$ cat config.mk
export PLATFORM = sky130hd
export DESIGN_NAME = exe_mem_status_stage
export DESIGN_NICKNAME = d
export VERILOG_FILES = /design/src/rtl/arm_pkg.sv /design/src/rtl/status_reg.sv /design/src/rtl/exe_mem_status_stage.sv
export SDC_FILE = /design/constraint.sdc
export NUM_CORES = 1
export LEC_CHECK = 0
export CORE_ASPECT_RATIO = 1.4
export CORE_MARGIN = 4
export CORE_UTILIZATION = 51
export CTS_CLUSTER_DIAMETER = 50
export CTS_CLUSTER_SIZE = 14
export DETAILED_ROUTE_END_ITERATION = 10
export DONT_BUFFER_PORTS = 1
export PLACE_DENSITY = 0.66
export SLEW_MARGIN = 10
export SYNTH_ARGS = -nofsm -noshare
export SYNTH_HDL_FRONTEND = slang
export SYNTH_SLANG_ARGS = --single-unit
$ cat constraint.sdc
create_clock -name clk -period 2.7 [get_ports clk]
set_input_delay 0.54 -clock clk [delete_from_list [all_inputs] [get_ports clk]]
set_output_delay 0.54 -clock clk [all_outputs]
set_load 0.005 [all_outputs]
$ cat src/rtl/arm_pkg.sv
// Shared definitions for the execute/memory boundary: NZCV bit positions,
// the status flag struct, the EXE/MEM control bundle and the default
// destination-register index width.
package arm_pkg;

  localparam int N_BIT      = 3;
  localparam int Z_BIT      = 2;
  localparam int C_BIT      = 1;
  localparam int V_BIT      = 0;
  localparam int REG_ADDR_W = 4;

  typedef struct packed {
    logic n;
    logic z;
    logic c;
    logic v;
  } nzcv_t;

  typedef struct packed {
    logic valid;
    logic wb_en;
    logic mem_r_en;
    logic mem_w_en;
  } exe_mem_ctrl_t;

  function automatic nzcv_t make_nzcv(input logic n, input logic z,
                                      input logic c, input logic v);
    nzcv_t f;
    f.n = n;
    f.z = z;
    f.c = c;
    f.v = v;
    return f;
  endfunction

endpackage

$ cat src/rtl/status_reg.sv
// Architectural NZCV status register.
// Ports:
//   clk, rst_n : clock (rising edge), async active-low reset
//   we         : write enable; all four flags are written together
//   d          : new flags {N,Z,C,V}
//   q          : current flags {N,Z,C,V}
module status_reg (
  input  logic       clk,
  input  logic       rst_n,
  input  logic       we,
  input  logic [3:0] d,
  output logic [3:0] q
);

  always_ff @(posedge clk or negedge rst_n) begin
    if (!rst_n) begin
      q <= 4'b0000;
    end else if (we) begin
      q <= d;
    end
  end

endmodule

$ cat src/rtl/exe_mem_status_stage.sv
// EXE/MEM pipeline register plus the NZCV status register.
// Captures the ALU result/flags and the executing instruction's control and
// store data, applies memory backpressure, global freeze and branch flush.
//
// Ports:
//   clk, rst_n          : clock (rising edge), async active-low reset
//   freeze              : global hold, nothing changes
//   flush               : squash the instruction in EX
//   ex_valid, ex_s      : EX holds an instruction / it updates NZCV
//   ex_wb_en, ex_mem_r_en, ex_mem_w_en, ex_dest : EX control
//   alu_result, alu_n/z/c/v, ex_val_rm          : EX data and flags
//   mem_ready           : memory completes the current access this cycle
//   mem_*               : registered EXE/MEM outputs
//   status_nzcv         : {N,Z,C,V}; status_c is its C bit (registered only)
//   exe_stall           : backpressure to upstream stages
//   stall_cycles        : saturating stall-cycle count, only present when
//                         EXE_STALL_COUNTER_EN is defined
module exe_mem_status_stage #(
  parameter int DATA_W     = 32,
  parameter int REG_ADDR_W = 4
) (
  input  logic                  clk,
  input  logic                  rst_n,
  input  logic                  freeze,
  input  logic                  flush,
  input  logic                  ex_valid,
  input  logic                  ex_s,
  input  logic                  ex_wb_en,
  input  logic                  ex_mem_r_en,
  input  logic                  ex_mem_w_en,
  input  logic [REG_ADDR_W-1:0] ex_dest,
  input  logic [DATA_W-1:0]     alu_result,
  input  logic                  alu_n,
  input  logic                  alu_z,
  input  logic                  alu_c,
  input  logic                  alu_v,
  input  logic [DATA_W-1:0]     ex_val_rm,
  input  logic                  mem_ready,
  output logic                  mem_valid,
  output logic                  mem_wb_en,
  output logic                  mem_mem_r_en,
  output logic                  mem_mem_w_en,
  output logic [REG_ADDR_W-1:0] mem_dest,
  output logic [DATA_W-1:0]     mem_alu_result,
  output logic [DATA_W-1:0]     mem_val_rm,
  output logic [3:0]            status_nzcv,
  output logic                  status_c,
`ifdef EXE_STALL_COUNTER_EN
  output logic [31:0]           stall_cycles,
`endif
  output logic                  exe_stall
);

  import arm_pkg::*;

  exe_mem_ctrl_t ctrl_q;
  nzcv_t         flags_in;
  logic          mem_busy;
  logic          accept;
  logic          status_we;

  // Only an outstanding load/store can hold the stage; ALU ops in MEM never do.
  assign mem_busy  = ctrl_q.valid & (ctrl_q.mem_r_en | ctrl_q.mem_w_en) & ~mem_ready;
  assign exe_stall = mem_busy | freeze;
  assign accept    = ~exe_stall;

  always_ff @(posedge clk or negedge rst_n) begin
    if (!rst_n) begin
      ctrl_q         <= '0;
      mem_dest       <= '0;
      mem_alu_result <= '0;
      mem_val_rm     <= '0;
    end else if (accept) begin
      mem_dest       <= ex_dest;
      mem_alu_result <= alu_result;
      mem_val_rm     <= ex_val_rm;
      if (flush || !ex_valid) begin
        ctrl_q <= '0;
      end else begin
        ctrl_q.valid    <= 1'b1;
        ctrl_q.wb_en    <= ex_wb_en;
        ctrl_q.mem_r_en <= ex_mem_r_en;
        ctrl_q.mem_w_en <= ex_mem_w_en;
      end
    end
  end

  assign mem_valid    = ctrl_q.valid;
  assign mem_wb_en    = ctrl_q.wb_en;
  assign mem_mem_r_en = ctrl_q.mem_r_en;
  assign mem_mem_w_en = ctrl_q.mem_w_en;

  // All four flags are written: logical ops drive C/V to 0 in the ALU.
  assign flags_in  = make_nzcv(alu_n, alu_z, alu_c, alu_v);
  assign status_we = accept & ex_valid & ~flush & ex_s;

  status_reg u_status_reg (
    .clk   (clk),
    .rst_n (rst_n),
    .we    (status_we),
    .d     (flags_in),
    .q     (status_nzcv)
  );

  // Taken from the register so ADC/SBC never see a combinational carry loop.
  assign status_c = status_nzcv[C_BIT];

`ifdef EXE_STALL_COUNTER_EN
  always_ff @(posedge clk or negedge rst_n) begin
    if (!rst_n) begin
      stall_cycles <= '0;
    end else if (exe_stall && (stall_cycles != 32'hFFFF_FFFF)) begin
      stall_cycles <= stall_cycles + 32'd1;
    end
  end
`endif

endmodule

Word level (Yosys, flattened, before mapping)
Cells that the tools add are included.
{"block": "word_totals", "ff_bits": 76, "inputBits": 82, "out_inout_bits": 78, "wordCells": 21}
{"block": "op_classes", "mux": 1, "bitwise": 10, "reduce_logical": 2}
{"operator": "$and 1x1->1", "count": 5}
{"operator": "$mux 4", "count": 1}
{"operator": "$not 1->1", "count": 3}
{"operator": "$or 1x1->1", "count": 2}
{"operator": "$logic_not 1->1", "count": 1}
{"operator": "$logic_or 1x1->1", "count": 1}

Logic depth before layout (Yosys ltp)
Gate-level depths: netlist of run 1.
{"block": "depth", "depth_word": 8, "ltp_mapped": 4, "mapped_depth_nobuf": 3}

By module
Synthesis of run 1 repeated with hierarchy kept, for this count alone.
{"block": "hier_totals", "cells_unflattened": 173, "hier_area_um2": 2949.1}
{"mod": "exe_mem_status_stage", "instances": 1, "cells_each": 165, "area_per_inst_um2": 2803.9, "seq_area_each_um2": 1801.7}
{"mod": "status_reg", "instances": 1, "cells_each": 8, "area_per_inst_um2": 145.1, "seq_area_each_um2": 100.1}

Least setup slack after synthesis of run 1
No wires, ideal clock.
{"block": "synth_path", "path_kind": "register to output", "startpoint": "register ctrl_q, in the netlist mem_mem_w_en", "endpoint": "output port exe_stall", "t_arrival_ps": 1272, "required_ps": 2160, "slack_ps": 888, "stages_incl_launch_ff": 5, "n_path_buf": 1, "cell_sequence": "dfrtp_1 -> or2_1 -> a31oi_4 -> buf_6 -> inv_1"}
{"block": "synth_via", "elab_chain_cells": 4}
{"item": "start, declared", "line_no": "exe_mem_status_stage.sv:56", "text": "exe_mem_ctrl_t ctrl_q;"}
{"item": "$or 1x1->1", "line_no": "exe_mem_status_stage.sv:63", "text": "assign mem_busy = ctrl_q.valid & (ctrl_q.mem_r_en | ctrl_q.mem_w_en) & ~mem_ready;"}
{"item": "$and 1x1->1 (2 in series)", "line_no": "exe_mem_status_stage.sv:63"}
{"item": "$or 1x1->1", "line_no": "exe_mem_status_stage.sv:64", "text": "assign exe_stall = mem_busy | freeze;"}
{"item": "end, declared", "line_no": "exe_mem_status_stage.sv:51", "text": "output logic exe_stall"}
No other way between the ends.

Worst setup path in the final report of run 1
Ends and elaborated chain as after synthesis.

==> results of run 1 <==
[repair_timing]
action,CTS,global route
hold buffers,1,0
gates resized for setup,0,0
endpoints found under the hold margin,76,0
[final cells by class]
cell class | instances | area share
timing repair buffer | 3 | 0.0173
tap | 68 | 0.0268
sequential | 76 | 0.598
clock buffer | 10 | 0.0401
inverter | 5 | 0.00590
clock inverter | 5 | 0.0244
multi-input combinational | 84 | 0.288
[registers in the layout (all words and copies together), names as in the netlist]
register / cells
mem_alu_result: 32
mem_val_rm: 32
mem_dest: 4
u_status_reg.q: 4
mem_mem_r_en: 1
mem_mem_w_en: 1
mem_valid: 1
mem_wb_en: 1
[final timing paths]
path,from,to,cells after the start
worst max register to register,mem_mem_w_en,mem_val_rm[9],4
min in group clk,alu_result[27],mem_alu_result[27],1
worst min-delay path,rst_n,mem_alu_result[24],1
worst min register to register,mem_alu_result[27],mem_alu_result[27],1
worst max-delay path,mem_mem_w_en,exe_stall,4
max in group asynchronous,rst_n,mem_val_rm[24],1
[cell families (layout without fill, tap and decap cells)]
kind of cell           count (synthesis)  count (layout)
flip-flops                            76              76
buffers and inverters                 13              23
AND/OR/NAND/NOR                        6               6
multiplexers                          76              76
AO/OA/AOI/OAI                          2               2
[synthesized netlist by cell type]
cell,n,share of area
nor2b_1,1,0.0021
buf_4,1,0.0026
mux2_1,5,0.019
mux2_2,68,0.26
nand2_1,3,0.0039
dfrtp_1,76,0.65
inv_1,5,0.0064
a31oi_4,1,0.0073
a311o_1,1,0.0034
buf_6,7,0.027
or2_1,1,0.0021
nand3b_1,1,0.0026
mux2i_1,3,0.010
[layer usage]
layer | GRT usage | up-vias | wire length (microns)
met5 | 0 | - | 0
met3 | 0.0745 | 10 | 780
met4 | 0.0897 | 0 | 114
met2 | 0.268 | 114 | 2810
li1 | - | 611 | -
met1 | 0.162 | 684 | 1770
[power breakdown]
part / switching [uW] / total [uW] / internal, uW
Clock: 368 / 881 / 512
Combinational: 89.5 / 223 / 133
Sequential: 118 / 1400 / 1280
[placed cells by master, fill, tap and decap left out]
cell        instances
mux2_1              5
nor2b_1             1
buf_4               1
clkinv_2            2
buf_16              1
bufinv_16           2
dfrtp_1            76
clkinvlp_4          1
clkbuf_1            1
inv_1               5
mux2i_1             3
a31oi_4             1
nand2_1             3
or2_1               1
nand3b_1            1
buf_12              1
a311o_1             1
clkbuf_8            9
mux2_2             68
[stage by stage]
stage               cells  cell area [sq um]  utilization  setup WS, ns  power (uW)
floorplan             173               2920            -         0.888        1570
global placement      235               2950        0.534         0.901        1610
detailed placement    235               2950        0.534         0.836        1630
CTS                   251               3180        0.576         0.551        2540
global route          251               3180        0.576         0.485        2620
finish                251               3180        0.576         0.584        2500
==> qor.yml, run 1 <==
vias_per_cell: 5.65
worstPathArrival_ns: 1.58
cp.buffers_inverters: 2
drv_cap: 0
r2r_slack_ns: 0.84
grt_use_total: 0.161
antenna_found_initial: 0
core_area_sq_um: 5530
critPathKind: "reg -> out"
cp_data_required_time_ns: 2.16
numCtsBuffers: 9
period_share: 0.784
port-buffer-count: 0
drtAntennaViolNets: 0
hold_path.class: "in -> async"
start_kind: "register"
p_per_area_nw_per_um2: 787
grt_max_degree: 77
vias: 1419
htree_levels: 3
synth-compound-area-share: 0.0107
yosysUniqueCellTypes: 13
synthMuxAreaShare: 0.292
skew_ns: 0.00775
place_congestion: 0.716
hold_ws_ns: 0.0804
yosys.area_share.xor_xnor: 0
cts_tree: "yes"
synth-simple-area-share: 0.0107
clk_pin_slew_worst_paths_ns: 0.07
drv_slew: 0
synth.yosys.seq_area_share: 0.651
ys_ff_latch: 76
row_count: 32
drc: 0
cts_setup_buffers: 0
areaGrowthSynthToFinish_pct: 8.87
synthesis.instances: 173
first_global_vias: 1694
cts_root_buf: "clkbuf_8"
fp.dieW_microns: 72.0
drt_iter0_drc: 36
cpPeakStageDelay_ns: 0.41
setup_viol: 0
dp_hpwl_mm: 4.09
synth_top_family_by_area: "multiplexers"
diodes: 0
wl_per_cell_microns: 21.8
multiInputGateArea_sq_um: 915
power_leakage_uw: 0.00136
io-pin-count: 160
netlist_area_sq_um: 2920
yosys_warnings: 0
rsz0062_at_grt: "no"
path_cells: "or2_1, a31oi_4, buf_12, inv_1"
drive_above_1_share: 0.470
synthAdderAreaFrac: 0
die_y_microns: 97.6
initial_utilization: 0.529
fmax_mhz: 473
nets: 261
totalWireLength_mm: 5.47
syn_avg_cell_area_sq_um: 16.9
status: "finished, final reports clean"
fillers: 416
clock_sinks: 76
fin_crit_ns: 2.12
crit_slowest_cell: "dfrtp_1"
cp_max_fo: 38
synth_fp_nets: 255
regArea_sq_um: 1900
critical_path.top_delay_family: "flip-flops"
vdd_drop_max_uv: 445
clockBufferDepth: 2
hold_viol_final: 0
overflow: 0
worstSkewPairLatency_ns: 0.32
die_area_sq_um: 7020
setup_tns_ns: 0
critPathCaptureType: "output port"
worst_pin_slew_ns: 0.422
drtPass1Iterations: 4
max_slew_margin: 0.719
grt_pass1_wl_mm: 8.54
(Power assumes the default switching activity.)
==> run 2, diff against run 1 <==
Settings changed: PLACE_DENSITY 0.66 to 0.69.
Clock period 2.7 ns to 1.9 ns, I/O delays scaled along.
==> run 2 against run 1 <==
Net effect: the run now ends with hold timing left; die area is the same; routed wire length grew 6.5%; final cell count grew 2.8%; hold slack lost 0.35 ns; non-clock buffer count grew 6; setup slack lost 0.52 ns; combinational power grew 45%; sequential share of layout area shrank 2.4 points; total power grew 51%; utilization grew 2.4 points; critical path depth is the same; critical path type unchanged; critical endpoint unchanged; largest cell class unchanged; largest power group unchanged.
==> qor.yml, run 2 (synthesis results as in run 1) <==
drv_cap: 0
fp.dieW_microns: 72.0
multiInputGateArea_sq_um: 917
core_area_sq_um: 5530
drive_above_1_share: 0.500
cpPeakStageDelay_ns: 0.42
row_count: 32
placed_cells: 235
nets: 267
p_sw_uw: 851
cts_root_buf: "clkbuf_8"
worstSkewPairLatency_ns: 0.33
clock_sinks: 76
cts_tree: "yes"
die_area_sq_um: 7020
status: "finished, violations left"
gr-usage-met1: 0.163
clockBufferDepth: 2
critPathCaptureType: "output port"
worst_pin_slew_ns: 0.245
vias_per_cell: 5.69
stdcell_area_sq_um: 3310
numCtsBuffers: 9
htree_levels: 3
first_global_vias: 1744
busiest_layer: "met2"
antenna_found_initial: 0
internal_power_uw: 2920
hold_ws_ns: -0.267
violations: "hold timing"
clk_pin_slew_worst_paths_ns: 0.08
fmax_mhz: 545
overflow: 0
pwr-share-comb: 0.086
met2_usage: 0.308
placed_area_sq_um: 2960
crit_slowest_cell: "dfrtp_1"
power_frac_clock: 0.386
drtPass1Iterations: 3
hold_path.class: "in -> async"
drtAntennaViolNets: 0
skew_ns: 0.00493
max_slew_margin: 0.836
drt_iter0_drc: 38
setup_viol: 0
worstPathArrival_ns: 1.46
final_common_cell: "dfrtp_1"
port-buffer-count: 0
path_cells: "or2_4, a31oi_4, buf_12, inv_1"
grt_pass1_wl_mm: 8.96
biggestRegsByFlops: "mem_alu_result: 32 flops, mem_val_rm: 32 flops"
fin_cells: 258
swShare: 0.226
place_congestion: 0.716
setup_tns_ns: 0
vias: 1468
start_kind: "register"
areaGrowthSynthToFinish_pct: 13.4
die_y_microns: 97.6
cp_max_fo: 5
io-pin-count: 160
power_leakage_uw: 0.00143
grt_max_degree: 77
totalWireLength_mm: 5.82
sequentialPowerShare: 0.528
p_per_area_nw_per_um2: 1140
wl_per_cell_microns: 22.6
dp_hpwl_mm: 4.31
fin_crit_ns: 1.84
drc: 0
cp_data_required_time_ns: 1.52
grt_use_met3: 0.0725
period_share: 0.966
initial_utilization: 0.529
critPathKind: "reg -> out"
hold_viol_final: 76
drv_slew: 0
final_cell_mix: "dfrtp_1, mux2_2, clkbuf_8"
regArea_sq_um: 1900
utilization: 0.599
grt_use_total: 0.171
diodes: 0
vdd_drop_max_uv: 877
fillers: 427
## run 2: cell count changes in the layout (fill, tap and decap cells not counted), sizes merged
cell / before / now
buf: 3 / 8
bufbuf: 0 / 1
bufinv: 2 / 3
clkbuf: 10 / 9
inv: 5 / 6
## run 2: cell type report
class	count	area share
clock buffers	9	0.0374
multi-input cells	84	0.277
repair buffers	9	0.0427
clock inverters	7	0.0374
flip-flops and latches	76	0.574
well taps	68	0.0257
inverters	5	0.00567
## run 2: timing repair
action | CTS | global route
endpoints found under the hold margin | 76 | 76
gates cloned | 2 | 0
setup endpoints to repair | 1 | 18
resized for setup | 0 | 3
buffers inserted | 2 | 3
pin swaps | 1 | 2
## run 2: worst paths after layout
| path | startpoint | end | slack, ns | cells past startpoint |
|---|---|---|---|---|
| hold reg to reg | mem_alu_result[27] | mem_alu_result[27] | 0.52 | 1 |
| hold / removal | rst_n | mem_val_rm[28] | -0.27 | 0 |
| max in group asynchronous | rst_n | mem_mem_w_en | 2.06 | 0 |
| setup reg to reg | mem_mem_r_en | mem_alu_result[15] | 0.10 | 5 |
| min in group clk | ex_val_rm[22] | mem_val_rm[22] | 0.18 | 1 |
| setup / recovery | mem_mem_r_en | exe_stall | 0.06 | 4 |
## run 2: power groups by stage
stage	combinational [uW]	clock [uW]	sequential (uW)
6_report	324	1450	1990
4_1_cts	324	1500	2000
3_5_place_dp	295	0	2030
5_1_grt	355	1570	2010
2_1_floorplan	271	0	1960
3_3_place_gp	270	0	2020
## run 2: stage by stage
step	worst slack, ns	total power [uW]
3_3_place_gp	0.232	2290
2_1_floorplan	0.232	2230
3_5_place_dp	0.169	2320
6_report	0.0643	3770
4_1_cts	0.00988	3820
5_1_grt	-0.000591	3940
## run 2: per-layer routing
metal / wire length [microns] / part of all wire
met1: 1810 / 0.31
met2: 3230 / 0.55
met3: 623 / 0.11
met4: 157 / 0.027
met5: 0 / 0
## run 2: worst max-delay path, delay by kind of cell, from the launching register on
family                 cells  cell delay, ns
flip-flops                 1            0.42
buffers and inverters      2            0.18
AO/OA/AOI/OAI              1            0.24
AND/OR/NAND/NOR            1            0.28
==> run 3, diff against run 2 <==
Settings changed: ABC_AREA set to 1.
==> run 3 against run 2 <==
Net effect: the flow still finishes with violations (hold timing); routed wire length rose by 9.8%; register-to-register slack better by 0.16 ns; setup slack improved by 0.19 ns; final cell count is 57% higher.
==> qor.yml, run 3 <==
fin_crit_ns: 1.65
critPathCaptureType: "output port"
yosysTopAreaCell: "dfrtp_1"
setup_tns_ns: 0
synth_edf_count: 0
vias: 2033
totalWireLength_mm: 6.39
first_global_vias: 2114
vdd_drop_max_uv: 523
synth_top_area_frac: 0.650
yosysUniqueCellTypes: 13
status: "finished, violations left"
cts_root_buf: "clkbuf_8"
final_common_cell: "nand2_1"
drtAntennaViolNets: 0
biggestRegsByFlops: "mem_alu_result: 32 flops, mem_val_rm: 32 flops"
worstPathArrival_ns: 1.27
overflow: 0
fmax_mhz: 607
cp_common_cell: "nor2_1"
power_leakage_uw: 0.00175
drive_above_1_share: 0.0653
row_count: 32
worst_pin_slew_ns: 0.731
netlist_area_sq_um: 2930
cp.buffers_inverters: 1
synth_area_leaders: "dfrtp_1, nand2_1, buf_2"
setup_viol: 0
cpPeakStageDelay_ns: 0.40
nets: 414
start_kind: "register"
synth-main-ff-cell: "dfrtp_1"
async_reset_ff_frac: 1.00
initial_utilization: 0.530
worstSkewPairLatency_ns: 0.33
cts_tree: "yes"
critPathKind: "reg -> out"
port-buffer-count: 0
max_slew_margin: 0.512
grt_use_total: 0.189
multiInputGateArea_sq_um: 908
diodes: 0
clock_sinks: 76
io-pin-count: 160
htree_levels: 3
rsz0062_at_grt: "no"
syn_avg_cell_area_sq_um: 8.79
synth_fp_nets: 415
cp_data_required_time_ns: 1.52
yosys_warnings: 0
violations: "hold timing"
grt_pass1_wl_mm: 10.3
dp_hpwl_mm: 4.53
clockBufferDepth: 2
hold_ws_ns: -0.268
die_y_microns: 97.7
core_area_sq_um: 5530
vias_per_cell: 5.02
fp.dieW_microns: 72.0
die_area_sq_um: 7030
synth.yosys.seq_area_share: 0.650
regArea_sq_um: 1900
crit_slowest_cell: "dfrtp_1"
hold_viol_final: 76
period_share: 0.867
drtPass1Iterations: 4
drv_slew: 0
hold_path.class: "in -> async"
numCtsBuffers: 9
synthTopCellsByCount: "nand2_1, dfrtp_1, buf_2"
p_per_area_nw_per_um2: 1130
place_congestion: 0.778
total_power_uw: 3590
grt_max_degree: 80
path_cells: "nor2_1, nor2_1, nor2_4, inv_2"
final_cell_mix: "nand2_1, dfrtp_1, clkbuf_8"
drv_cap: 0
drt_iter0_drc: 91
fillers: 504
yosysMostFrequentCell: "nand2_1"
antenna_found_initial: 0
drc: 0
cp_max_fo: 17
synthesis.instances: 333
wl_per_cell_microns: 15.8
areaGrowthSynthToFinish_pct: 8.89
ys_ff_latch: 76
skew_ns: 0.00797
critical_path.top_delay_family: "flip-flops"
clk_pin_slew_worst_paths_ns: 0.07
run 3: changes by cell type after synthesis, sizes merged, moves of 2 or more:
cell   previous run  this run
mux2i             3         0
nand3             0         3
o21ai             0         3
nor2              0         5
nand2             3       218
inv               5         7
mux2             73         0
buf               8        16
nand4             0         5
run 3: per-stage QoR:
step / instances / instance area (sq um) / hold slack [ns] / setup slack [ns] / utilization
2_1_floorplan: 333 / 2930 / 0.0844 / 0.596 / -
3_3_place_gp: 389 / 2950 / 0.0861 / 0.309 / 0.534
3_5_place_dp: 389 / 2950 / 0.0861 / 0.271 / 0.534
4_1_cts: 405 / 3190 / -0.290 / 0.209 / 0.577
5_1_grt: 405 / 3190 / -0.303 / 0.0877 / 0.577
6_report: 405 / 3190 / -0.268 / 0.253 / 0.577
run 3: final cells by class:
class	instances	share of cell area
Clock buffer	13	0.0530
Inverter	7	0.00824
Sequential cell	76	0.597
Clock inverter	3	0.0212
Tap cell	68	0.0267
Timing Repair Buffer	4	0.00942
Multi-Input combinational cell	234	0.285
run 3: repair_timing:
item / 4_1_cts / 5_1_grt
setup buffers: 0 / 0
endpoints found under the hold margin: 76 / 76
resized for setup: 0 / 0
run 3: kinds of logic (layout without fill, tap and decap cells):
logic type      after synthesis  count (layout)  share of synthesized area
simple gates                231             231                      0.305
flops                        76              76                      0.650
buf+inv                      23              27                     0.0402
compound gates                3               3                    0.00513
run 3: worst register-to-register path: stages (launching register included):
cell and delay [ns]:
dfrtp_1 0.42, nor2_1 0.11, nor2_1 0.07, nor2_4 0.10, buf_4 0.61, nand4_1 0.18, nand2_1 0.10
run 3: layer usage:
metal / wire length, microns / global-route usage / up-vias
met5: 0 / 0 / -
met4: 88 / 0.0897 / 0
met3: 801 / 0.0849 / 8
met2: 3150 / 0.295 / 111
met1: 2360 / 0.219 / 916
li1: - / - / 998
run 3: worst paths after layout:
kind,from,to,slack [ns],cells after the start
min in group clk,ex_val_rm[26],mem_val_rm[26],0.16,2
max in group asynchronous,rst_n,mem_alu_result[18],2.05,0
min reg2reg,mem_alu_result[9],mem_alu_result[9],0.50,2
max reg2reg,mem_mem_r_en,u_status_reg.q[0],0.26,6
min,rst_n,mem_val_rm[30],-0.27,0
max,mem_mem_r_en,exe_stall,0.25,4
run 3: power by group:
| part | internal [uW] | switching, uW |
|---|---|---|
| Sequential | 1800 | 153 |
| Combinational | 90.6 | 156 |
| Clock | 848 | 544 |
| Total | 2730 | 853 |
